**src/rtl/hdmi_data_island_receiver_if.sv**
```systemverilog
// rtl/hdmi_data_island_receiver_if.sv - decoded data-island packet bundle
// master: the receiver drives packet_valid, header, sub, ecc_ok, error flags,
//         hsync/vsync and in_island.
// slave:  a packet parser or checker consumes the same signals.
interface hdmi_data_island_receiver_if;
    logic             packet_valid;
    logic [31:0]      header;
    logic [3:0][63:0] sub;
    logic [4:0]       ecc_ok;
    logic             terc4_error;
    logic             framing_error;
    logic             island_error;
    logic             hsync;
    logic             vsync;
    logic             in_island;

    modport master (
        output packet_valid, header, sub, ecc_ok, terc4_error, framing_error,
        output island_error, hsync, vsync, in_island
    );

    modport slave (
        input packet_valid, header, sub, ecc_ok, terc4_error, framing_error,
        input island_error, hsync, vsync, in_island
    );
endinterface

```
**src/rtl/hdmi_data_island_receiver.sv**
```systemverilog
// rtl/hdmi_data_island_receiver.sv - HDMI data-island depacketizer with TERC4 decode and BCH check
// clk_pixel          pixel clock, one 10-bit symbol per channel per cycle
// reset_n            asynchronous active-low reset
// tmds_0/1/2         channel 0..2 TMDS symbols
// pkt (master)       packet_valid strobe, header/sub fields, ecc_ok, error flags,
//                    island_error pulse, hsync/vsync, in_island
module hdmi_data_island_receiver #(
    parameter int MAX_PACKETS = 18
) (
    input  logic                               clk_pixel,
    input  logic                               reset_n,
    input  logic [9:0]                         tmds_0,
    input  logic [9:0]                         tmds_1,
    input  logic [9:0]                         tmds_2,
    hdmi_data_island_receiver_if.master        pkt
);
    localparam logic [9:0] GB_SYM = 10'b0100110011;
    localparam int         NPKT_W = $clog2(MAX_PACKETS + 1);

    typedef enum logic [1:0] {IDLE, LEAD_GB, PACKET, TRAIL_GB} state_t;

    // Returns {valid, value}; unknown symbols decode to value 0 with valid low.
    function automatic logic [4:0] terc4_decode(input logic [9:0] sym);
        case (sym)
            10'b1010011100: terc4_decode = 5'h10;
            10'b1001100011: terc4_decode = 5'h11;
            10'b1011100100: terc4_decode = 5'h12;
            10'b1011100010: terc4_decode = 5'h13;
            10'b0101110001: terc4_decode = 5'h14;
            10'b0100011110: terc4_decode = 5'h15;
            10'b0110001110: terc4_decode = 5'h16;
            10'b0100111100: terc4_decode = 5'h17;
            10'b1011001100: terc4_decode = 5'h18;
            10'b0100111001: terc4_decode = 5'h19;
            10'b0110011100: terc4_decode = 5'h1A;
            10'b1011000110: terc4_decode = 5'h1B;
            10'b1010001110: terc4_decode = 5'h1C;
            10'b1001110001: terc4_decode = 5'h1D;
            10'b0101100011: terc4_decode = 5'h1E;
            10'b1011000011: terc4_decode = 5'h1F;
            default:        terc4_decode = 5'h00;
        endcase
    endfunction

    function automatic logic [7:0] bch_step(input logic [7:0] e, input logic b);
        bch_step = (e >> 1) ^ ((e[0] ^ b) ? 8'b10000011 : 8'h00);
    endfunction

    state_t            state, state_nxt;
    logic [4:0]        dec0, dec1, dec2;
    logic              sym_err, is_gb, data_ok, first, decide, pkt_sym;
    logic              abort, take_sym;
    logic [4:0]        cnt;
    logic [NPKT_W-1:0] npkt;
    logic [30:0]       hdr_sh;
    logic [3:0][61:0]  sub_sh;
    logic [7:0]        ecc_h, ecc_h_nxt;
    logic [3:0][7:0]   ecc_s, ecc_s_nxt;
    logic              terc_st, frame_st, terc_now, frame_now;
    logic [31:0]       hdr_nxt;
    logic [3:0][63:0]  sub_nxt;
    logic [4:0]        ecc_match;

    assign dec0 = terc4_decode(tmds_0);
    assign dec1 = terc4_decode(tmds_1);
    assign dec2 = terc4_decode(tmds_2);

    assign sym_err = ~(dec0[4] & dec1[4] & dec2[4]);
    assign is_gb   = (tmds_1 == GB_SYM) && (tmds_2 == GB_SYM) && dec0[4] && (dec0[3:2] == 2'b11);
    assign data_ok = dec1[4] & dec2[4];
    assign first   = (cnt == 5'd0);
    // cnt wraps to 0 after each packet; with npkt non-zero that symbol is the
    // one that decides between another packet, a trailing guard band or abort.
    assign decide  = (state == PACKET) && first && (npkt != '0);
    assign pkt_sym = (state == PACKET) && (state_nxt == PACKET);

    // Error flags are sticky within a packet and restart at cnt 0.
    assign terc_now  = (!first & terc_st) | sym_err;
    assign frame_now = (!first & frame_st) | (first ? dec0[3] : !dec0[3]);

    assign hdr_nxt = {dec0[2], hdr_sh};

    always_comb begin
        sub_nxt   = '0;
        ecc_h_nxt = ecc_h;
        ecc_s_nxt = ecc_s;
        for (int k = 0; k < 4; k++) begin
            sub_nxt[k] = {dec2[k], dec1[k], sub_sh[k]};
        end
        if (cnt <= 5'd23) begin
            ecc_h_nxt = bch_step(first ? 8'h00 : ecc_h, dec0[2]);
        end
        if (cnt <= 5'd27) begin
            for (int k = 0; k < 4; k++) begin
                ecc_s_nxt[k] = bch_step(bch_step(first ? 8'h00 : ecc_s[k], dec1[k]), dec2[k]);
            end
        end
    end

    // Parity bytes arrive last, so at cnt 31 the ECC registers are already final.
    always_comb begin
        ecc_match    = '0;
        ecc_match[0] = (ecc_h == hdr_nxt[31:24]);
        for (int k = 0; k < 4; k++) begin
            ecc_match[k+1] = (ecc_s[k] == sub_nxt[k][63:56]);
        end
    end

    always_ff @(posedge clk_pixel or negedge reset_n) begin
        if (!reset_n) begin
            state <= IDLE;
        end else begin
            state <= state_nxt;
        end
    end

    always_comb begin
        state_nxt = state;
        abort     = 1'b0;
        take_sym  = 1'b0;
        case (state)
            IDLE: begin
                if (is_gb) begin
                    state_nxt = LEAD_GB;
                    take_sym  = 1'b1;
                end
            end
            LEAD_GB: begin
                if (is_gb) begin
                    state_nxt = PACKET;
                    take_sym  = 1'b1;
                end else begin
                    state_nxt = IDLE;
                end
            end
            PACKET: begin
                take_sym = 1'b1;
                if (decide) begin
                    if (is_gb) begin
                        state_nxt = TRAIL_GB;
                    end else if (!data_ok || (npkt == NPKT_W'(MAX_PACKETS))) begin
                        state_nxt = IDLE;
                        abort     = 1'b1;
                        take_sym  = 1'b0;
                    end
                end
            end
            TRAIL_GB: begin
                state_nxt = IDLE;
                if (is_gb) begin
                    take_sym = 1'b1;
                end else begin
                    abort = 1'b1;
                end
            end
            default: state_nxt = IDLE;
        endcase
    end

    assign pkt.in_island = (state != IDLE);

    always_ff @(posedge clk_pixel or negedge reset_n) begin
        if (!reset_n) begin
            cnt               <= '0;
            npkt              <= '0;
            hdr_sh            <= '0;
            sub_sh            <= '0;
            ecc_h             <= '0;
            ecc_s             <= '0;
            terc_st           <= 1'b0;
            frame_st          <= 1'b0;
            pkt.packet_valid  <= 1'b0;
            pkt.header        <= '0;
            pkt.sub           <= '0;
            pkt.ecc_ok        <= '0;
            pkt.terc4_error   <= 1'b0;
            pkt.framing_error <= 1'b0;
            pkt.island_error  <= 1'b0;
            pkt.hsync         <= 1'b0;
            pkt.vsync         <= 1'b0;
        end else begin
            pkt.packet_valid <= 1'b0;
            pkt.island_error <= abort;
            if (take_sym) begin
                pkt.hsync <= dec0[0];
                pkt.vsync <= dec0[1];
            end
            if (pkt_sym) begin
                cnt      <= cnt + 5'd1;
                hdr_sh   <= hdr_nxt[31:1];
                for (int k = 0; k < 4; k++) begin
                    sub_sh[k] <= sub_nxt[k][63:2];
                end
                ecc_h    <= ecc_h_nxt;
                ecc_s    <= ecc_s_nxt;
                terc_st  <= terc_now;
                frame_st <= frame_now;
                if (cnt == 5'd31) begin
                    npkt              <= npkt + 1'b1;
                    pkt.packet_valid  <= 1'b1;
                    pkt.header        <= hdr_nxt;
                    pkt.sub           <= sub_nxt;
                    pkt.ecc_ok        <= ecc_match;
                    pkt.terc4_error   <= terc_now;
                    pkt.framing_error <= frame_now;
                end
            end else begin
                cnt <= '0;
                if (state != PACKET) begin
                    npkt <= '0;
                end
            end
        end
    end
endmodule

```
**src/flat_wrapper.sv**
```systemverilog
// flat-port wrapper written by rule: the top's interface ports become plain ports
module hdmi_data_island_receiver_flat 
#(
    parameter int MAX_PACKETS = 18
)
  (clk_pixel, reset_n, tmds_0, tmds_1, tmds_2, pkt_packet_valid, pkt_header, pkt_sub, pkt_ecc_ok, pkt_terc4_error, pkt_framing_error, pkt_island_error, pkt_hsync, pkt_vsync, pkt_in_island);
  hdmi_data_island_receiver_if pkt_i ();
  input  logic clk_pixel;
  input  logic reset_n;
  input  logic [9:0] tmds_0;
  input  logic [9:0] tmds_1;
  input  logic [9:0] tmds_2;
  output wire logic [$bits(pkt_i.packet_valid)-1:0] pkt_packet_valid;
  output wire logic [$bits(pkt_i.header)-1:0] pkt_header;
  output wire logic [$bits(pkt_i.sub)-1:0] pkt_sub;
  output wire logic [$bits(pkt_i.ecc_ok)-1:0] pkt_ecc_ok;
  output wire logic [$bits(pkt_i.terc4_error)-1:0] pkt_terc4_error;
  output wire logic [$bits(pkt_i.framing_error)-1:0] pkt_framing_error;
  output wire logic [$bits(pkt_i.island_error)-1:0] pkt_island_error;
  output wire logic [$bits(pkt_i.hsync)-1:0] pkt_hsync;
  output wire logic [$bits(pkt_i.vsync)-1:0] pkt_vsync;
  output wire logic [$bits(pkt_i.in_island)-1:0] pkt_in_island;
  assign pkt_packet_valid = pkt_i.packet_valid;
  assign pkt_header = pkt_i.header;
  assign pkt_sub = pkt_i.sub;
  assign pkt_ecc_ok = pkt_i.ecc_ok;
  assign pkt_terc4_error = pkt_i.terc4_error;
  assign pkt_framing_error = pkt_i.framing_error;
  assign pkt_island_error = pkt_i.island_error;
  assign pkt_hsync = pkt_i.hsync;
  assign pkt_vsync = pkt_i.vsync;
  assign pkt_in_island = pkt_i.in_island;
  hdmi_data_island_receiver #(.MAX_PACKETS(MAX_PACKETS)) u_core (.clk_pixel(clk_pixel), .reset_n(reset_n), .tmds_0(tmds_0), .tmds_1(tmds_1), .tmds_2(tmds_2), .pkt(pkt_i));
endmodule
```
**config.mk**
```make
export PLATFORM = sky130hd
export DESIGN_NAME = hdmi_data_island_receiver_flat
export DESIGN_NICKNAME = d
export VERILOG_FILES = /design/src/rtl/hdmi_data_island_receiver_if.sv /design/src/rtl/hdmi_data_island_receiver.sv /design/src/flat_wrapper.sv
export SDC_FILE = /design/constraint.sdc
export NUM_CORES = 1
export LEC_CHECK = 0
export ABC_AREA = 1
export CORE_UTILIZATION = 31
export CTS_CLUSTER_DIAMETER = 200
export DETAILED_ROUTE_END_ITERATION = 10
export GPL_TIMING_DRIVEN = 0
export PLACE_DENSITY_LB_ADDON = 0.12
export SYNTH_ARGS = -nofsm -noshare
export SYNTH_HDL_FRONTEND = slang
export SYNTH_SLANG_ARGS = --single-unit
```
**constraint.sdc**
```tcl
create_clock -name clk_pixel -period 2.9 [get_ports clk_pixel]
set_input_delay 0.29 -clock clk_pixel [delete_from_list [all_inputs] [get_ports clk_pixel]]
set_output_delay 0.29 -clock clk_pixel [all_outputs]
set_load 0.01 [all_outputs]
```
==> flow_summary.yaml <==
floorplan:
  design.die.area_um2: 84400
  fp.dieH_um: 290
  boundaryPins: 332
  die_w_um: 290
  core_um2: 82200
  start_util_pct: 31.4
  rows: 105
global_route:
  grtUsageTotal_pct: 17.6
  grt_max_degree: 124
  grt_pass1_wl_um: 118000
  antenna_found_initial: 0
  grt_pass1_vias: 20700
  grt_overflow_total: 0
timing:
  hold_ws_ns: 0.270
  worst_pin_slew_ns: 0.678
  drv_slew: 0
  setup-tns-final_ns: 0
  fin_crit_ns: 2.69
  finalSetupViolations: 0
  setup_slack_ns: 0.209
  max_freq_mhz: 372
  max_slew_margin_pct: 54.8
  finalHoldViolations: 0
  period_share_pct: 92.8
  skew_ns: 0.0238
critical_path:
  cp_max_fo: 10
  startpoint_type: "flop"
  critPathSlowestCell: "dfrtp_1"
  cp-end-kind: "flop"
  crit_required_ns: 3.37
  path_delay_family: "buffers and inverters"
  crit_path_max_incr_delay_ns: 0.41
  critical_path_class: "flop to flop"
  reg2reg_depth: 15
  reg2reg_slack_ns: 0.21
  path_buf_inv: 5
  rr_endpoint: "u_core.sub_nxt[25]"
  critPathArrivalTime_ns: 3.17
  path_cells: "inv_1 > ha_1 > nand4_1 > inv_4 > o21ai_0 > nor2_1 > nand2_1 > inv_1 > nand2_2 > nand2_4 > nand2_8 > nand2_4 > buf_6 > clkbuf_1 > o21ai_0"
  rr_startpoint: "u_core.cnt[0]"
logic_synthesis:
  ys_seq_area_share_pct: 61.3
  mappedNetlistArea_um2: 25800
  yosysUniqueCellTypes: 36
  synth-main-ff-cell: "dfrtp_1"
  synth_cells: 2872
  synth_edf_count: 0
  synth-seq-cells: 632
  synth_fp_nets: 2910
  async_flop_share_pct: 100
  yosysWarningCount: 0
  synth.avg_cell_area_um2: 8.98
power:
  seq_power_share_pct: 47.6
  leakage_nw: 14.3
  p_sw_share_pct: 21.7
  p_switching_mw: 4.02
  internal_power_mw: 14.5
  peakVddDrop_uv: 366
  powerDensity_nw_per_um2: 559
  combinationalPowerShare_pct: 1.8
  pwr-share-clk_pct: 50.6
placed_design:
  pre_cts_ws_ns: -0.787
  io_buffer_count: 331
  placed_area_um2: 30600
  dp_hpwl_um: 53000
  gp_congestion: 0.851
route:
  first_pass_iters: 5
  ant_nets: 0
  highest_layer: "met4"
  met2WireLength_um: 34900
  drt-met1-wl_um: 33500
  viasPerCell: 4.59
  drtIter0Drc: 1275
  avgRoutedWirePerCell_um: 16.7
  dr_wl_met3_um: 4330
  vias: 20300
  routed_wl_um: 73900
  route.detailed.drc: 0
cells_and_area:
  drive_above_1_share_pct: 8.53
  nets: 3328
  layout_common_cells: "848 x nand2_1, 632 x dfrtp_1, 353 x inv_1, 332 x o21ai_1, 330 x clkdlybuf4s50_1"
  final_common_cell: "nand2_1"
  area_delta_synth_final_pct: 28.5
  final_area_um2: 33100
run_status:
  outcome: "finished clean"
cts:
  numCtsBuffers: 75
  cts_root_buffer: "clkbuf_16"
  clock_sinks: 632
  htreeDepth: 3
  cts_tree: "done"
  clkLatencyLatePin_ns: 0.62
  cts_buffer_depth: 3
  clk_pin_slew_ns: 0.06
min_path:
  hp-class: "primary input to async pin"
run:
  drv_cap: 0
-- cell type report --
class                      instances  area [µm²]
fill                            8200       49100
sequential                       632       15800
multi-input combinational       1743        7900
timing repair buffer             341        3500
clock buffer                     105        2100
inverter                         359        1360
tap                             1070        1340
buffer                           138         807
clock inverter                    25         332
antenna                            1        2.50
-- worst max path at each step --
| stage | startpoint | end | slack [ns] | cells after the start |
|---|---|---|---|---|
| 3_5_place_dp | tmds_1[3] | u_core.pkt.sub[123] | -0.79 | 19 |
| 5_1_grt | u_core.cnt[0] | u_core.sub_nxt[25] | -0.01 | 15 |
| 4_1_cts | u_core.cnt[0] | u_core.sub_nxt[148] | 0.0005 | 15 |
| 6_report | u_core.cnt[0] | u_core.sub_nxt[25] | 0.21 | 15 |
| 3_3_place_gp | reset_n | u_core.pkt.sub[82] | -26.98 | 1 |
| 2_1_floorplan | u_core.cnt[0] | u_core.hdr_sh[0] | 0.77 | 15 |
-- flip-flops by register name, indices dropped and copies added (netlist names), 8 cells and up --
register / count
u_core.pkt.sub: 256
u_core.sub_nxt: 248
u_core.ecc_s: 32
u_core.pkt.header: 32
u_core.hdr_sh: 31
u_core.ecc_h: 8
-- power by group through the flow --
stage               Clock (mW)  Combinational, mW  Sequential [mW]
detailed placement           0              0.353             8.98
CTS                       9.67              0.354             8.82
global placement             0              0.318             9.01
global route              10.1              0.395             8.81
finish                    9.37              0.339             8.82
floorplan                    0             0.0688             8.98
-- through the flow --
step	util (%)	power [mW]	cells
2_1_floorplan	-	9.05	2872
3_3_place_gp	37.0	9.32	4273
3_5_place_dp	37.2	9.33	4278
4_1_cts	40.2	18.8	4409
5_1_grt	40.3	19.3	4413
6_report	40.3	18.5	4414
-- routing by layer --
metal	vias up	global-route usage (%)
met5	-	0
met1	9854	23.1
met2	410	29.1
met4	0	4.00
met3	90	4.57
li1	9926	-
-- Yosys cell counts, types with 9 or more instances --
master      n  area share (%)
nor2_1     99             1.4
xnor2_1    12            0.41
dfrtp_1   632              61
buf_2      94             1.8
nand2_1   848              12
o21ai_1   332             6.4
nand4_1    15            0.36
inv_1     354             5.2
nor2_2      9            0.22
xor2_1     18            0.61
buf_6      12            0.52
o21ai_0   282             5.5
nand3_1    71             1.4
clkbuf_1   28            0.41
-- kinds of logic after synthesis --
logic type	share of synthesized area (%)
AND/OR/NAND/NOR	17.0
flip-flops	61.3
AO/OA/AOI/OAI	12.3
buffers and inverters	8.10
XOR/XNOR	1.02
adder cells (fa/ha/maj)	0.291
-- timing repair --
item                                    CTS  global route
endpoints found under the setup margin  584           495
buffers inserted                          0             4
gates resized for setup                  10            49
hold endpoints to repair                 80             0
hold buffers                              1             0
pin swaps                                 0             2
(Power assumes the default switching activity.)
